<file path="config.mk">
export PLATFORM = sky130hd
export DESIGN_NAME = elevator_controller_flat
export DESIGN_NICKNAME = d
export VERILOG_FILES = /design/src/rtl/elevator_controller_pkg.sv /design/src/rtl/elevator_controller_if.sv /design/src/rtl/elevator_controller_scan.sv /design/src/rtl/elevator_controller.sv /design/src/flat_wrapper.sv
export SDC_FILE = /design/constraint.sdc
export NUM_CORES = 1
export LEC_CHECK = 0
export ABC_AREA = 1
export BUFFER_PORTS_ARGS = -buffer_cell sky130_fd_sc_hd__buf_2
export CAP_MARGIN = 20
export CORE_UTILIZATION = 50
export DETAILED_ROUTE_END_ITERATION = 10
export PLACE_DENSITY = 0.83
export SYNTH_ARGS = -nofsm -noshare
export SYNTH_HDL_FRONTEND = slang
export SYNTH_SLANG_ARGS = --single-unit
</file>
<file path="constraint.sdc">
create_clock -name clk -period 2.7 [get_ports clk]
set_clock_uncertainty 0.15 [all_clocks]
set_input_delay 0.54 -clock clk [delete_from_list [all_inputs] [get_ports clk]]
set_output_delay 0.54 -clock clk [all_outputs]
set_load 0.02 [all_outputs]
</file>
<file path="src/rtl/elevator_controller_pkg.sv">
// Shared types for the elevator controller: FSM states and direction encoding.
package elevator_pkg;

    typedef enum logic [1:0] {
        IDLE      = 2'd0,
        MOVING    = 2'd1,
        DOOR_OPEN = 2'd2
    } state_t;

    localparam logic DIR_UP   = 1'b1;
    localparam logic DIR_DOWN = 1'b0;

endpackage

</file>
<file path="src/rtl/elevator_controller_if.sv">
// Request-mask / car-status bundle between request_handler and elevator_controller.
// ELEVATOR_ESTOP_EN adds the emergency_stop input to the bundle.
interface elevator_if #(
  parameter int NUM_FLOORS  = 10,
  parameter int FLOOR_WIDTH = 4
);
  logic [NUM_FLOORS-1:0]  floor_requests;
  logic [FLOOR_WIDTH-1:0] current_floor;
  logic                   clear_current_request;
  logic                   direction;
  logic                   moving;
  logic                   door_open;
`ifdef ELEVATOR_ESTOP_EN
  logic                   emergency_stop;
`endif

  // master is the car controller, slave is the request side feeding it
  modport master (
    input  floor_requests,
`ifdef ELEVATOR_ESTOP_EN
    input  emergency_stop,
`endif
    output current_floor, clear_current_request, direction, moving, door_open
  );

  modport slave (
    output floor_requests,
`ifdef ELEVATOR_ESTOP_EN
    output emergency_stop,
`endif
    input  current_floor, clear_current_request, direction, moving, door_open
  );
endinterface

</file>
<file path="src/rtl/elevator_controller_scan.sv">
// Combinational split of the request mask around the car: request here, any above, any below.
module floor_request_scan #(
  parameter int NUM_FLOORS  = 10,
  parameter int FLOOR_WIDTH = 4
) (
  input  logic [NUM_FLOORS-1:0]  floor_requests,
  input  logic [FLOOR_WIDTH-1:0] current_floor,
  output logic                   here,
  output logic                   above,
  output logic                   below
);
  always_comb begin
    here  = 1'b0;
    above = 1'b0;
    below = 1'b0;
    for (int i = 0; i < NUM_FLOORS; i++) begin
      if (i == int'(current_floor))
        here = floor_requests[i];
      else if (i > int'(current_floor))
        above = above | floor_requests[i];
      else
        below = below | floor_requests[i];
    end
  end
endmodule

</file>
<file path="src/rtl/elevator_controller.sv">
// SCAN car controller: steps one floor per TRAVEL_CYCLES, holds the door for DOOR_CYCLES.
// ELEVATOR_ESTOP_EN adds emergency_stop, which freezes whichever counter is running.
module elevator_controller
  import elevator_pkg::*;
#(
  parameter int NUM_FLOORS    = 10,
  parameter int FLOOR_WIDTH   = 4,
  parameter int TRAVEL_CYCLES = 8,
  parameter int DOOR_CYCLES   = 16
) (
  input  logic       clk,
  input  logic       reset_n,
  elevator_if.master bus
);
  localparam int TW = (TRAVEL_CYCLES > 1) ? $clog2(TRAVEL_CYCLES) : 1;
  localparam int DW = (DOOR_CYCLES > 1) ? $clog2(DOOR_CYCLES) : 1;
  localparam logic [TW-1:0] TRAVEL_LAST = TW'(TRAVEL_CYCLES - 1);
  localparam logic [DW-1:0] DOOR_LAST   = DW'(DOOR_CYCLES - 1);

  state_t                 state;
  logic [FLOOR_WIDTH-1:0] floor_q;
  logic [TW-1:0]          travel_cnt;
  logic [DW-1:0]          door_cnt;
  logic                   dir_q, moving_q, door_q, clear_q;
  logic                   here, above, below, ahead, behind;
  logic                   hold;

`ifdef ELEVATOR_ESTOP_EN
  assign hold = bus.emergency_stop;
`else
  assign hold = 1'b0;
`endif

  floor_request_scan #(
    .NUM_FLOORS  (NUM_FLOORS),
    .FLOOR_WIDTH (FLOOR_WIDTH)
  ) u_scan (
    .floor_requests (bus.floor_requests),
    .current_floor  (floor_q),
    .here           (here),
    .above          (above),
    .below          (below)
  );

  assign ahead  = (dir_q == DIR_UP) ? above : below;
  assign behind = (dir_q == DIR_UP) ? below : above;

  always_ff @(posedge clk or negedge reset_n) begin
    if (!reset_n) begin
      state      <= IDLE;
      floor_q    <= '0;
      dir_q      <= DIR_UP;
      travel_cnt <= '0;
      door_cnt   <= '0;
      moving_q   <= 1'b0;
      door_q     <= 1'b0;
      clear_q    <= 1'b0;
    end else begin
      case (state)
        IDLE: begin
          if (!hold) begin
            if (here) begin
              state   <= DOOR_OPEN;
              door_q  <= 1'b1;
              clear_q <= 1'b1;
            end else if (ahead) begin
              state    <= MOVING;
              moving_q <= 1'b1;
            end else if (behind) begin
              // reversal is the only place the direction preference changes
              dir_q    <= ~dir_q;
              state    <= MOVING;
              moving_q <= 1'b1;
            end
          end
        end
        MOVING: begin
          if (hold) begin
            moving_q <= 1'b0;
          end else if (travel_cnt == TRAVEL_LAST) begin
            travel_cnt <= '0;
            floor_q    <= (dir_q == DIR_UP) ? floor_q + FLOOR_WIDTH'(1)
                                            : floor_q - FLOOR_WIDTH'(1);
            state      <= IDLE;
            moving_q   <= 1'b0;
          end else begin
            travel_cnt <= travel_cnt + TW'(1);
            moving_q   <= 1'b1;
          end
        end
        DOOR_OPEN: begin
          if (!hold) begin
            if (door_cnt == DOOR_LAST) begin
              door_cnt <= '0;
              state    <= IDLE;
              door_q   <= 1'b0;
              clear_q  <= 1'b0;
            end else begin
              door_cnt <= door_cnt + DW'(1);
            end
          end
        end
        default: begin
          state    <= IDLE;
          moving_q <= 1'b0;
          door_q   <= 1'b0;
          clear_q  <= 1'b0;
        end
      endcase
    end
  end

  assign bus.current_floor         = floor_q;
  assign bus.direction             = dir_q;
  assign bus.moving                = moving_q;
  assign bus.door_open             = door_q;
  assign bus.clear_current_request = clear_q;
endmodule
</file>
<file path="src/flat_wrapper.sv">
// flat-port wrapper written by rule: the top's interface ports become plain ports
module elevator_controller_flat import elevator_pkg::*;
#(
  parameter int NUM_FLOORS    = 10,
  parameter int FLOOR_WIDTH   = 4,
  parameter int TRAVEL_CYCLES = 8,
  parameter int DOOR_CYCLES   = 16
)
  (clk, reset_n, bus_floor_requests, bus_current_floor, bus_clear_current_request, bus_direction, bus_moving, bus_door_open);
  elevator_if #(.NUM_FLOORS(NUM_FLOORS), .FLOOR_WIDTH(FLOOR_WIDTH)) bus_i ();
  input  logic clk;
  input  logic reset_n;
  input wire logic [$bits(bus_i.floor_requests)-1:0] bus_floor_requests;
  output wire logic [$bits(bus_i.current_floor)-1:0] bus_current_floor;
  output wire logic [$bits(bus_i.clear_current_request)-1:0] bus_clear_current_request;
  output wire logic [$bits(bus_i.direction)-1:0] bus_direction;
  output wire logic [$bits(bus_i.moving)-1:0] bus_moving;
  output wire logic [$bits(bus_i.door_open)-1:0] bus_door_open;
  assign bus_i.floor_requests = bus_floor_requests;
  assign bus_current_floor = bus_i.current_floor;
  assign bus_clear_current_request = bus_i.clear_current_request;
  assign bus_direction = bus_i.direction;
  assign bus_moving = bus_i.moving;
  assign bus_door_open = bus_i.door_open;
  elevator_controller #(.NUM_FLOORS(NUM_FLOORS), .FLOOR_WIDTH(FLOOR_WIDTH), .TRAVEL_CYCLES(TRAVEL_CYCLES), .DOOR_CYCLES(DOOR_CYCLES)) u_core (.clk(clk), .reset_n(reset_n), .bus(bus_i));
endmodule
</file>
======== Word-level counts from Yosys, hierarchy flattened ========
Cells that the tools add are included.
operators by class
  add/sub/neg operators ................... 4
  order comparisons ....................... 9
  equal/unequal tests ..................... 19
  muxes and demuxes ....................... 66
  bitwise operators ....................... 22
  reductions and logical operators ........ 7
operator list
  kind                                                    count
  two-way mux 1 bit                                       55
  == test 4 bit (first input constant)                    6
  bitwise OR 1 bit                                        17
  > comparator 3 x 4 -> 1 bit (first input constant)      4
  two-way mux 2 bit                                       5
  AND reduction 3 bit                                     3
  adder 4 x 1 -> 4 bit (second input constant)            2
  == test 3 x 4 -> 1 bit (first input constant)           2
  > comparator 2 x 4 -> 1 bit (first input constant)      2
  > comparator 4 bit (first input constant)               2
  two-way mux 4 bit                                       2
  inequality test 2 x 1 -> 1 bit (second input constant)  3
  case mux 1 bit (3 select lines)                         2
  case mux 2 bit (3 select lines)                         1
  NOT 1 bit                                               5
  == test 2 x 4 -> 1 bit (first input constant)           1
  == test 4 bit (second input constant)                   1
  > comparator 1 x 4 -> 1 bit (first input constant)      1
  logical NOT 4 bit                                       1
  inequality test 4 x 1 -> 1 bit (second input constant)  1
  AND reduction 4 bit                                     1
  subtractor 4 x 1 -> 4 bit (second input constant)       1
  adder 3 x 1 -> 3 bit (second input constant)            1
  == test 3 bit (second input constant)                   1
  other kinds (7)                                         7
storage, ports and cells
  register bits ........................... 16
  output and inout port bits .............. 8
  word-level logic and storage cells ...... 134

======== Logic depth before layout (Yosys ltp) ========
Gate-level depths: netlist of run 1.
  depth in word-level cells ............... 34
  depth in mapped cells ................... 19
  mapped depth without buffers ............ 19

======== Cells and area by module ========
From an unflattened synthesis of run 1, not the netlist that was laid out.
unflattened totals
  cells, all modules ...................... 171
  area, all modules ....................... 1209.9 um^2
by module, submodules not included
  module               instances  cells each  area an instance (um^2)  sequential area each (um^2)
  elevator_controller  1          104         875.8                    401.6
  floor_request_scan   1          67          334.1                    0.0

======== Worst setup path before layout of run 1 ========
Ideal clock, no wire load.
  kind .................................... reg2reg
  start ................................... register u_core.floor_q[0], in the netlist u_core.bus.current_floor[0]
  end ..................................... register u_core.moving_q, in the netlist u_core.bus.moving
  library setup time ...................... 0.117 ns
  arrival ................................. 1.801 ns
  data required time ...................... 2.433 ns
  slack ................................... 0.632 ns
  cell stages (with the launch flop) ...... 19
  period minus slack after synthesis ...... 2.068 ns
  path through ............................ dfrtp_1 -> inv_1 -> ha_1 -> nand3_1 -> nand2_1 -> nand2_1 -> nand2_1 -> nand2_1 -> nand2_1 -> nand2_1 -> nand2_1 -> nand2_1 -> nand2_1 -> nand2_2 -> nand2_2 -> nand2_4 -> nand2_1 -> nand2_1 -> nand2_1
between the ends
  word-level cells in the longest chain between the ends .. 33
  elaborated cells between the ends (all ways) .. 91
RTL lines
  item                             line                            text
  start: declaration               elevator_controller.sv:21       logic [FLOOR_WIDTH-1:0] floor_q;
  start signal: assignment         elevator_controller.sv:82       floor_q <= (dir_q == DIR_UP) ? floor_q + FLOOR_WIDTH'(1)
  logical NOT 4 bit                elevator_controller_scan.sv:17  if (i == int'(current_floor))
  two-way mux 1 bit                elevator_controller_scan.sv:17
  bitwise OR 1 bit                 elevator_controller_scan.sv:22  below = below | floor_requests[i];
  two-way mux 1 bit                elevator_controller_scan.sv:19  else if (i > int'(current_floor))
  two-way mux 1 bit                elevator_controller_scan.sv:17
  bitwise OR 1 bit                 elevator_controller_scan.sv:22
  two-way mux 1 bit                elevator_controller_scan.sv:19
  two-way mux 1 bit                elevator_controller_scan.sv:17
  (+17 left out)                   n/a
  two-way mux 1 bit                elevator_controller_scan.sv:17
  bitwise OR 1 bit                 elevator_controller_scan.sv:22
  two-way mux 1 bit                elevator_controller_scan.sv:19
  two-way mux 1 bit                elevator_controller_scan.sv:17
  two-way mux 1 bit                elevator_controller.sv:45       assign ahead = (dir_q == DIR_UP) ? above : below;
  two-way mux 1 bit                elevator_controller.sv:66       end else if (ahead) begin
  two-way mux 1 bit                elevator_controller.sv:62       if (here) begin
  case mux 1 bit (3 select lines)  elevator_controller.sv:59       case (state)
  end signal: assignment           elevator_controller.sv:55       moving_q <= 1'b0;
  end signal: assignment           elevator_controller.sv:68       moving_q <= 1'b1;
  end signal: assignment           elevator_controller.sv:73       moving_q <= 1'b1;
  end: declaration                 elevator_controller.sv:24       logic dir_q, moving_q, door_q, clear_q;
Several ways; a longest one is shown, not always the timed one. The select of a mux whose other input is x is not followed.
A chain may end at the register's enable or synchronous reset.

======== Worst setup path after layout of run 1 ========
  start ................................... register u_core.floor_q[3], in the netlist u_core.bus.current_floor[3]
  end ..................................... register u_core.moving_q, in the netlist u_core.bus.moving
The elaborated chain is that of the path after synthesis.

==> results.py, run 1 <==
metrics = {
    "worst_setup_path": {
        "cp-end-kind": "flop",
        "critPathArrivalTime_ns": 2.31,
        "slowest_delay_ns": 0.55,
        "cp.required_ns": 2.74,
        "crit_type": "reg2reg",
        "path_common_cell": "nand2_1",
        "start_kind": "flop",
        "r2r_cells": 16,
        "crit_path_cell_trace": "nor2_2 -> nand2_1 -> nand2_1 -> nand2_1 -> nand2_1 -> nand2_1 -> nand2_1 -> nand2_1 -> nand2_1 -> nand2_1 -> nand2_2 -> nand2_2 -> nand2_4 -> nand2_1 -> nand2_1 -> nand2_1",
        "r2r_setup_slack_ns": 0.43,
        "r2r-start": "u_core.bus.current_floor[3]",
        "cp_slowest_cell": "dfrtp_1",
        "r2r_end": "u_core.bus.moving",
        "cp_max_fo": 13,
    },
    "power": {
        "p_leak_nw": 0.771,
        "powerDensity_mw_per_mm2": 825,
        "ir_drop_v": 0.000587,
    },
    "clock_tree": {
        "cts_max_level": 1,
        "post-cts-setup-buffer-count": 0,
        "cts_tree": "done",
        "ctsResizeCount": 0,
        "cts_buffers": 3,
        "max-clock-path-buffers": 2,
        "clock_latency_ns": 0.29,
        "clk_pin_slew_ns": 0.09,
        "cts_sinks": 16,
        "cts_hold_buffers": 1,
        "root_buffer": "clkbuf_4",
    },
    "worst_hold_path": {
        "min_delay_path_depth": 2,
        "hp-start": "u_core.bus.moving",
        "min-delay-path-class": "reg2reg",
        "whs_endpoint": "u_core.bus.moving",
    },
    "outcome": {
        "status": "completed",
    },
    "routing": {
        "drtAntennaViolNets": 0,
        "drc": 0,
        "num_vias": 1232,
        "wire_per_inst_um": 12.2,
        "via_per_inst": 5.45,
        "first_pass_iters": 4,
        "drt-initial-drc-count": 24,
        "wl_mm": 2.75,
    },
    "flow_run": {
        "maxCapViolations": 0,
    },
    "floorplan": {
        "fp.dieW_um": 52.1,
        "die-area_mm2": 0.00271,
        "num_rows": 17,
        "pin_count": 20,
        "core_area_mm2": 0.00230,
        "fp.dieH_um": 52.1,
        "start_util": 0.546,
    },
    "sta": {
        "slew_headroom": 0.682,
        "rsz0062_at_grt": "false",
        "setup_viol": 0,
        "slew_viol_final": 0,
        "post-route-period-util": 0.842,
        "timing.fmax_ghz": 0.440,
        "finalSetupTns_ns": 0,
        "hold_viol_final": 0,
        "fin_crit_ns": 2.27,
        "tightest_slew_ns": 0.476,
    },
    "synthesis": {
        "avgSynthCellArea_um2": 7.09,
        "synth_fp_nets": 197,
        "ys_seq_elements": 16,
        "ys_seq_area_frac": 0.320,
        "syn_area_mm2": 0.00125,
        "synth_cells": 177,
        "synth_top_cell_area_share": 0.299,
        "synth_enable_flop_cells": 0,
        "yosys_warnings": 0,
        "synth.distinct_cells": 31,
        "yosysTopAreaCell": "dfrtp_1",
        "ys.flop_type": "dfrtp_1",
        "async_flop_share": 1.00,
        "netlist_top_cells_area": "dfrtp_1, nand2_1, nand3_1",
    },
    "global_routing": {
        "overflow": 0,
        "grt_max_degree": 17,
        "grt_usage": 0.235,
        "grt_first_pass_wirelength_mm": 4.68,
        "antenna_found_initial": 0,
        "first_global_vias": 1176,
    },
    "final_layout": {
        "synthToLayoutAreaGrowth_pct": 10.9,
        "drive_above_1_share": 0.187,
        "fillCellCount": 219,
        "final_nets": 219,
        "fin_util": 0.606,
        "layout_common_cells": "nand2_1, inv_1, nand3_1",
        "diodes": 0,
        "final_common_cell": "nand2_1",
    },
    "placed_design": {
        "finalWeightedCongestion": 0.948,
        "io_buffers": 19,
        "detailed_place_hpwl_mm": 2.18,
    },
}
sequential cells by signal, summed over array words and instances (netlist names):
| register | cells |
|---|---|
| u_core.state | 2 |
| u_core.bus.moving | 1 |
| u_core.travel_cnt | 3 |
| u_core.bus.door_open | 1 |
| u_core.door_cnt | 4 |
| u_core.bus.direction | 1 |
| u_core.bus.current_floor | 4 |
critical path, delay by kind of cell (launching register included):
family,cells,cell delay (ns)
flip-flops,1,0.55
AND/OR/NAND/NOR,16,1.48
final cells by class:
cell class | instances | area (µm²) | area share
multi-input combinational | 135 | 737 | 0.530
sequential | 16 | 402 | 0.289
timing repair buffer | 20 | 105 | 0.0755
inverter | 23 | 86.3 | 0.0621
tap | 28 | 35.0 | 0.0252
clock buffer | 4 | 26.3 | 0.0189
worst max-delay path by stage:
stage / start / slack [ns] / to / cells past startpoint
after floorplan: u_core.bus.current_floor[0] / 0.63 / u_core.bus.moving / 18
after global placement: u_core.bus.current_floor[3] / 0.57 / u_core.bus.moving / 10
after detailed placement: u_core.bus.current_floor[3] / 0.44 / u_core.bus.moving / 16
after CTS: u_core.bus.current_floor[3] / 0.44 / u_core.bus.moving / 16
after global routing: u_core.bus.current_floor[3] / 0.20 / u_core.bus.moving / 16
final: u_core.bus.current_floor[3] / 0.43 / u_core.bus.moving / 16
report_power, final:
| part | switching [mW] | total (mW) | leakage (nW) | internal, mW |
|---|---|---|---|---|
| sequential | 0.0847 | 0.425 | 0.202 | 0.340 |
| clock | 0.0719 | 0.129 | 0.0150 | 0.0575 |
| combinational | 0.378 | 0.594 | 0.554 | 0.216 |
| total | 0.535 | 1.15 | 0.771 | 0.614 |
kinds of logic after synthesis:
| group | synth area share |
|---|---|
| xor+xnor | 0.0349 |
| flops | 0.320 |
| fa+ha+maj | 0.0798 |
| buf+inv | 0.0927 |
| simple gates | 0.372 |
| compound gates | 0.101 |
stage by stage:
stage	hold slack, ns	std cells	setup WS [ns]	instance area, µm²	power [mW]
CTS	0.338	226	0.440	1390	1.16
global route	0.367	226	0.201	1390	1.26
finish	0.334	226	0.426	1390	1.15
detailed placement	0.315	221	0.443	1360	1.02
global placement	0.305	221	0.575	1360	0.983
floorplan	0.0944	177	0.632	1250	0.876
Yosys cell counts, types with 2 or more instances:
cell type  number
ha_1            8
nor2_2          2
buf_6           2
nand2_2         4
xor2_1          3
nor2_1         10
inv_2           2
inv_1          21
nand3_1        21
dfrtp_1        15
xnor2_1         2
o21ai_0         5
o21ai_1         2
nand2_1        55
nand4_1         5
a21oi_1         5
per-layer routing:
layer,global-route usage,vias up,part of all wire
met4,0.140,0,0.027
met1,0.260,567,0.43
met2,0.434,34,0.52
li1,-,620,-
met5,0,-,0
met3,0.0117,11,0.028
Power figures use the tool's default switching activity.
==> run 2: changes to the inputs <==
Clock period 2.7 ns to 2.1 ns, I/O delays scaled along.
==> run 2 against run 1 <==
  * Critical path depth increased by 1
  * Critical endpoint unchanged
  * Cell count increased by 4.0%
  * Largest power group unchanged
  * Sequential share of layout area decreased by 2.2 points
  * Setup slack got worse by 0.27 ns
  * Sequential cell count unchanged
  * Via count increased by 2.4%
  * Non-clock buffer count increased by 9
==> results.py, run 2 (synthesis gave the netlist of run 1 again) <==
metrics = {
    "clock_tree": {
        "cts_buffers": 3,
        "root_buffer": "clkbuf_4",
        "clock_latency_ns": 0.29,
        "cts_sinks": 16,
        "max-clock-path-buffers": 2,
        "cts_tree": "done",
        "clk_pin_slew_ns": 0.09,
        "cts_max_level": 1,
    },
    "worst_setup_path": {
        "critPathArrivalTime_ns": 1.98,
        "start_kind": "flop",
        "crit_type": "reg2reg",
        "cp-startpoint": "u_core.bus.current_floor[1]",
        "r2r_end": "u_core.bus.moving",
        "cp_max_fo": 6,
        "r2r-start": "u_core.bus.current_floor[1]",
        "cp-end-kind": "flop",
        "r2r_cells": 17,
        "cp.required_ns": 2.14,
        "r2r_setup_slack_ns": 0.16,
    },
    "sta": {
        "timing.fmax_ghz": 0.515,
        "slew_headroom": 0.738,
        "tightest_slew_ns": 0.391,
        "holdWs_ns": 0.338,
        "setup_slack_ns": 0.157,
        "slew_viol_final": 0,
        "fin_crit_ns": 1.94,
        "post-route-period-util": 0.925,
        "hold_viol_final": 0,
        "setup_viol": 0,
        "rsz0062_at_grt": "false",
    },
    "worst_hold_path": {
        "min-delay-path-class": "reg2reg",
        "whs_endpoint": "u_core.travel_cnt[2]",
        "min_delay_path_depth": 2,
        "hp-start": "u_core.travel_cnt[2]",
    },
    "final_layout": {
        "drive_above_1_share": 0.266,
        "final_common_cell": "nand2_1",
        "fin_util": 0.659,
        "fin_cells": 235,
        "multiInputGateArea_um2": 777,
        "layout_common_cells": "nand2_1, nand3_1, inv_1, buf_2, dfrtp_1",
        "synthToLayoutAreaGrowth_pct": 20.6,
        "final_nets": 228,
        "fillCellCount": 197,
        "diodes": 0,
        "regArea_um2": 404,
    },
    "placed_design": {
        "dpl.cell_count": 228,
        "pre_cts_ws_ns": -0.0150,
        "io_buffers": 19,
        "finalWeightedCongestion": 0.939,
        "detailed_place_hpwl_mm": 2.25,
    },
    "global_routing": {
        "overflow": 0,
        "grt_usage": 0.241,
        "first_global_vias": 1186,
        "grt_max_degree": 17,
        "grt_first_pass_wirelength_mm": 4.82,
        "antenna_found_initial": 0,
    },
    "routing": {
        "wire_per_inst_um": 13.0,
        "wl_mm": 3.05,
        "via_per_inst": 5.37,
        "drtAntennaViolNets": 0,
        "first_pass_iters": 4,
        "drt-initial-drc-count": 47,
        "drc": 0,
        "num_vias": 1262,
    },
    "floorplan": {
        "pin_count": 20,
        "core_area_mm2": 0.00230,
        "num_rows": 17,
        "die-area_mm2": 0.00271,
        "start_util": 0.546,
        "fp.dieW_um": 52.1,
        "fp.dieH_um": 52.1,
    },
    "power": {
        "powerDensity_mw_per_mm2": 1070,
        "p_leak_nw": 0.822,
        "power_mw": 1.62,
        "ir_drop_v": 0.000834,
    },
    "outcome": {
        "status": "completed",
    },
    "flow_run": {
        "maxCapViolations": 0,
    },
}
==> run 2: worst max-delay path by stage <==
stage                         to  slack [ns]  cells after the start
4_1_cts        u_core.bus.moving        0.04                     17
3_5_place_dp   u_core.bus.moving       -0.02                     18
3_3_place_gp   u_core.bus.moving        0.08                     19
6_report       u_core.bus.moving        0.16                     17
2_1_floorplan  u_core.bus.moving        0.03                     18
5_1_grt        u_core.bus.moving      0.0005                     16
==> run 2: cell type report <==
cell class / instances / area share
multi-input combinational: 135 / 0.513
tap: 28 / 0.0231
timing repair buffer: 29 / 0.114
clock buffer: 4 / 0.0240
sequential: 16 / 0.267
inverter: 23 / 0.0587
==> run 2: worst max-delay path: stages, from the launching register on <==
cell and delay, ns:
dfrtp_1 0.39, buf_4 0.12, ha_2 0.24, nand2_2 0.08
o21ai_1 0.13, inv_1 0.05, nand2_1 0.06, nand2_1 0.04
nand2_1 0.05, nand2_1 0.04, nand2_1 0.05, nand2_1 0.06
nand2_2 0.09, nand2_2 0.07, nand2_4 0.08, nand2_1 0.05
nand2_1 0.05, nand2_1 0.04
==> run 2: report_power, final <==
group          leakage, nW  total (mW)  switching, mW  internal (mW)
Clock               0.0210       0.204         0.0985          0.106
Combinational        0.602       0.872          0.524          0.348
Sequential           0.198       0.549          0.110          0.439
==> run 2: routing by layer <==
metal  wire length, µm  GRT usage
met4                43     0.0946
met1              1290      0.273
met3               163     0.0409
met5                 0          0
met2              1550      0.440
==> run 2: stage by stage <==
step,TNS (ns),area [µm²]
3_5_place_dp,-0.0150,1410
3_3_place_gp,0,1410
6_report,0,1510
2_1_floorplan,0,1250
4_1_cts,0,1470
5_1_grt,0,1510
==> run 2: what timing repair did <==
| item | CTS | global route |
|---|---|---|
| endpoints found under the setup margin | 2 | 5 |
| gates resized for setup | 0 | 12 |
| buffers inserted | 2 | 0 |
| hold endpoints to repair | 15 | 0 |
| hold buffers | 1 | 0 |
==> run 3: changes to the inputs <==
Settings changed: CORE_MARGIN from default to 5, PLACE_DENSITY 0.83 to 0.72.
==> run 3 against run 2 <==
  * Register-to-register slack worse by 0.02 ns
  * Critical path type unchanged
  * Sequential share of layout area shrank 0.80 points
  * Count of clock-buffer cells in the layout stayed put
  * Cell count grew 1.7%
==> results.py, run 3 (synthesis gave the netlist of run 1 again) <==
metrics = {
    "routing": {
        "num_vias": 1269,
        "wire_per_inst_um": 12.9,
        "drtAntennaViolNets": 0,
        "via_per_inst": 5.31,
        "wl_mm": 3.08,
        "drc": 0,
        "first_pass_iters": 4,
        "drt-initial-drc-count": 81,
    },
    "floorplan": {
        "num_rows": 18,
        "die-area_mm2": 0.00361,
        "start_util": 0.516,
        "pin_count": 20,
        "core_area_mm2": 0.00243,
        "fp.dieH_um": 60.1,
        "fp.dieW_um": 60.1,
    },
    "final_layout": {
        "final_nets": 230,
        "synthToLayoutAreaGrowth_pct": 25.1,
        "layout_common_cells": "nand2_1, nand3_1, inv_1, buf_2, dfrtp_1",
        "final_common_cell": "nand2_1",
        "fillCellCount": 221,
        "drive_above_1_share": 0.297,
        "diodes": 0,
        "fin_util": 0.646,
    },
    "worst_setup_path": {
        "critPathArrivalTime_ns": 1.99,
        "slowest_delay_ns": 0.48,
        "crit_type": "reg2reg",
        "start_kind": "flop",
        "cp-startpoint": "u_core.bus.current_floor[1]",
        "cp_max_fo": 6,
        "crit_family": "simple AND/OR/NAND/NOR gates",
        "r2r-start": "u_core.bus.current_floor[1]",
        "crit_path_cell_trace": "inv_4 -> ha_4 -> nor2_2 -> nand3_1 -> nand2_1 -> nand2_1 -> nand2_1 -> nand2_1 -> nand2_1 -> nand2_1 -> nand2_1 -> nand2_1 -> nand2_1 -> nand2_2 -> nand2_2 -> nand2_4 -> nand2_1 -> nand2_1 -> nand2_1",
        "cp_slowest_cell": "dfrtp_2",
        "cp.required_ns": 2.13,
        "path_common_cell": "nand2_1",
        "r2r_setup_slack_ns": 0.14,
        "cp-end-kind": "flop",
        "cp_num_buf_inv": 1,
    },
    "placed_design": {
        "detailed_place_hpwl_mm": 2.34,
        "finalWeightedCongestion": 0.949,
        "io_buffers": 19,
    },
    "power": {
        "p_int_mw": 0.904,
        "ir_drop_v": 0.000741,
        "p_clk_frac": 0.121,
        "comb_power_share": 0.541,
        "power_mw": 1.63,
        "swShare": 0.446,
        "p_leak_nw": 0.829,
        "seqPwrFrac": 0.339,
        "p_sw_mw": 0.729,
        "powerDensity_mw_per_mm2": 1040,
    },
    "sta": {
        "finalSetupTns_ns": 0,
        "rsz0062_at_grt": "true",
        "hold_viol_final": 0,
        "post-route-period-util": 0.933,
        "slew_viol_final": 0,
        "setup_viol": 0,
        "fin_crit_ns": 1.96,
        "slew_headroom": 0.752,
        "tightest_slew_ns": 0.372,
        "timing.fmax_ghz": 0.510,
    },
    "global_routing": {
        "first_global_vias": 1203,
        "grt_first_pass_wirelength_mm": 5.05,
        "grt_max_degree": 17,
        "antenna_found_initial": 0,
        "overflow": 0,
        "grt_usage": 0.181,
    },
    "worst_hold_path": {
        "min-delay-path-class": "reg2reg",
        "hp-start": "u_core.bus.moving",
    },
    "clock_tree": {
        "cts_max_level": 1,
        "cts_tree": "done",
        "cts_buffers": 3,
        "clock_latency_ns": 0.28,
        "clk_pin_slew_ns": 0.09,
        "cts_sinks": 16,
        "max-clock-path-buffers": 2,
        "root_buffer": "clkbuf_4",
    },
    "flow_run": {
        "maxCapViolations": 0,
    },
    "outcome": {
        "status": "completed",
    },
}
run 3: per-layer routing:
metal / global-route usage / wire (µm)
met1: 0.226 / 1280
met2: 0.326 / 1550
met3: 0.0281 / 178
met4: 0.0380 / 59
met5: 0 / 0
run 3: final timing paths:
path	depth (start not counted)	endpoint
worst max-delay path	19	u_core.bus.moving
worst min-delay path	2	u_core.bus.moving
worst max register to register	19	u_core.bus.moving
worst min register to register	2	u_core.bus.moving
max in group asynchronous	2	u_core.bus.direction
min in group asynchronous	2	u_core.travel_cnt[0]
run 3: per-stage QoR:
| stage | cells | setup slack [ns] | hold slack, ns | instance area (µm²) |
|---|---|---|---|---|
| finish | 239 | 0.140 | 0.340 | 1570 |
| global route | 239 | -0.0430 | 0.381 | 1570 |
| CTS | 235 | 0.000100 | 0.345 | 1460 |
| detailed placement | 230 | 0.0116 | 0.207 | 1410 |
| global placement | 230 | 0.0323 | 0.198 | 1410 |
| floorplan | 177 | 0.0318 | -0.0256 | 1250 |
run 3: timing repair:
| item | 4_1_cts | 5_1_grt |
|---|---|---|
| endpoints found under the setup margin | 0 | 5 |
| gates resized for setup | 0 | 21 |
| hold buffers | 1 | 0 |
| setup buffers | 0 | 4 |
| endpoints found under the hold margin | 15 | 0 |
run 3: worst reg2reg max path, stage by stage, from the launching register on:
cell and delay [ns]:
dfrtp_2 0.48, inv_4 0.14, ha_4 0.17, nor2_2 0.04, nand3_1 0.05, nand2_1 0.05
nand2_1 0.05, nand2_1 0.04, nand2_1 0.06, nand2_1 0.05, nand2_1 0.05, nand2_1 0.04
nand2_1 0.05, nand2_1 0.06, nand2_2 0.09, nand2_2 0.07, nand2_4 0.08, nand2_1 0.05
nand2_1 0.05, nand2_1 0.04
run 3: cell type report:
class                           count  area, µm²  share of cell area
Tap cell                           30       37.5              0.0239
Clock buffer                        4       36.3              0.0231
Multi-Input combinational cell    135        807               0.514
Timing Repair Buffer               31        191               0.122
Sequential cell                    16        407               0.259
Inverter                           23       91.3              0.0582
run 3: power groups by stage:
stage               logic [mW]  clock network [mW]  registers [mW]
floorplan                0.555                   0           0.571
global placement         0.798                   0           0.533
detailed placement       0.824                   0           0.543
CTS                      0.830               0.208           0.537
global route              1.01               0.226           0.574
finish                   0.883               0.197           0.553
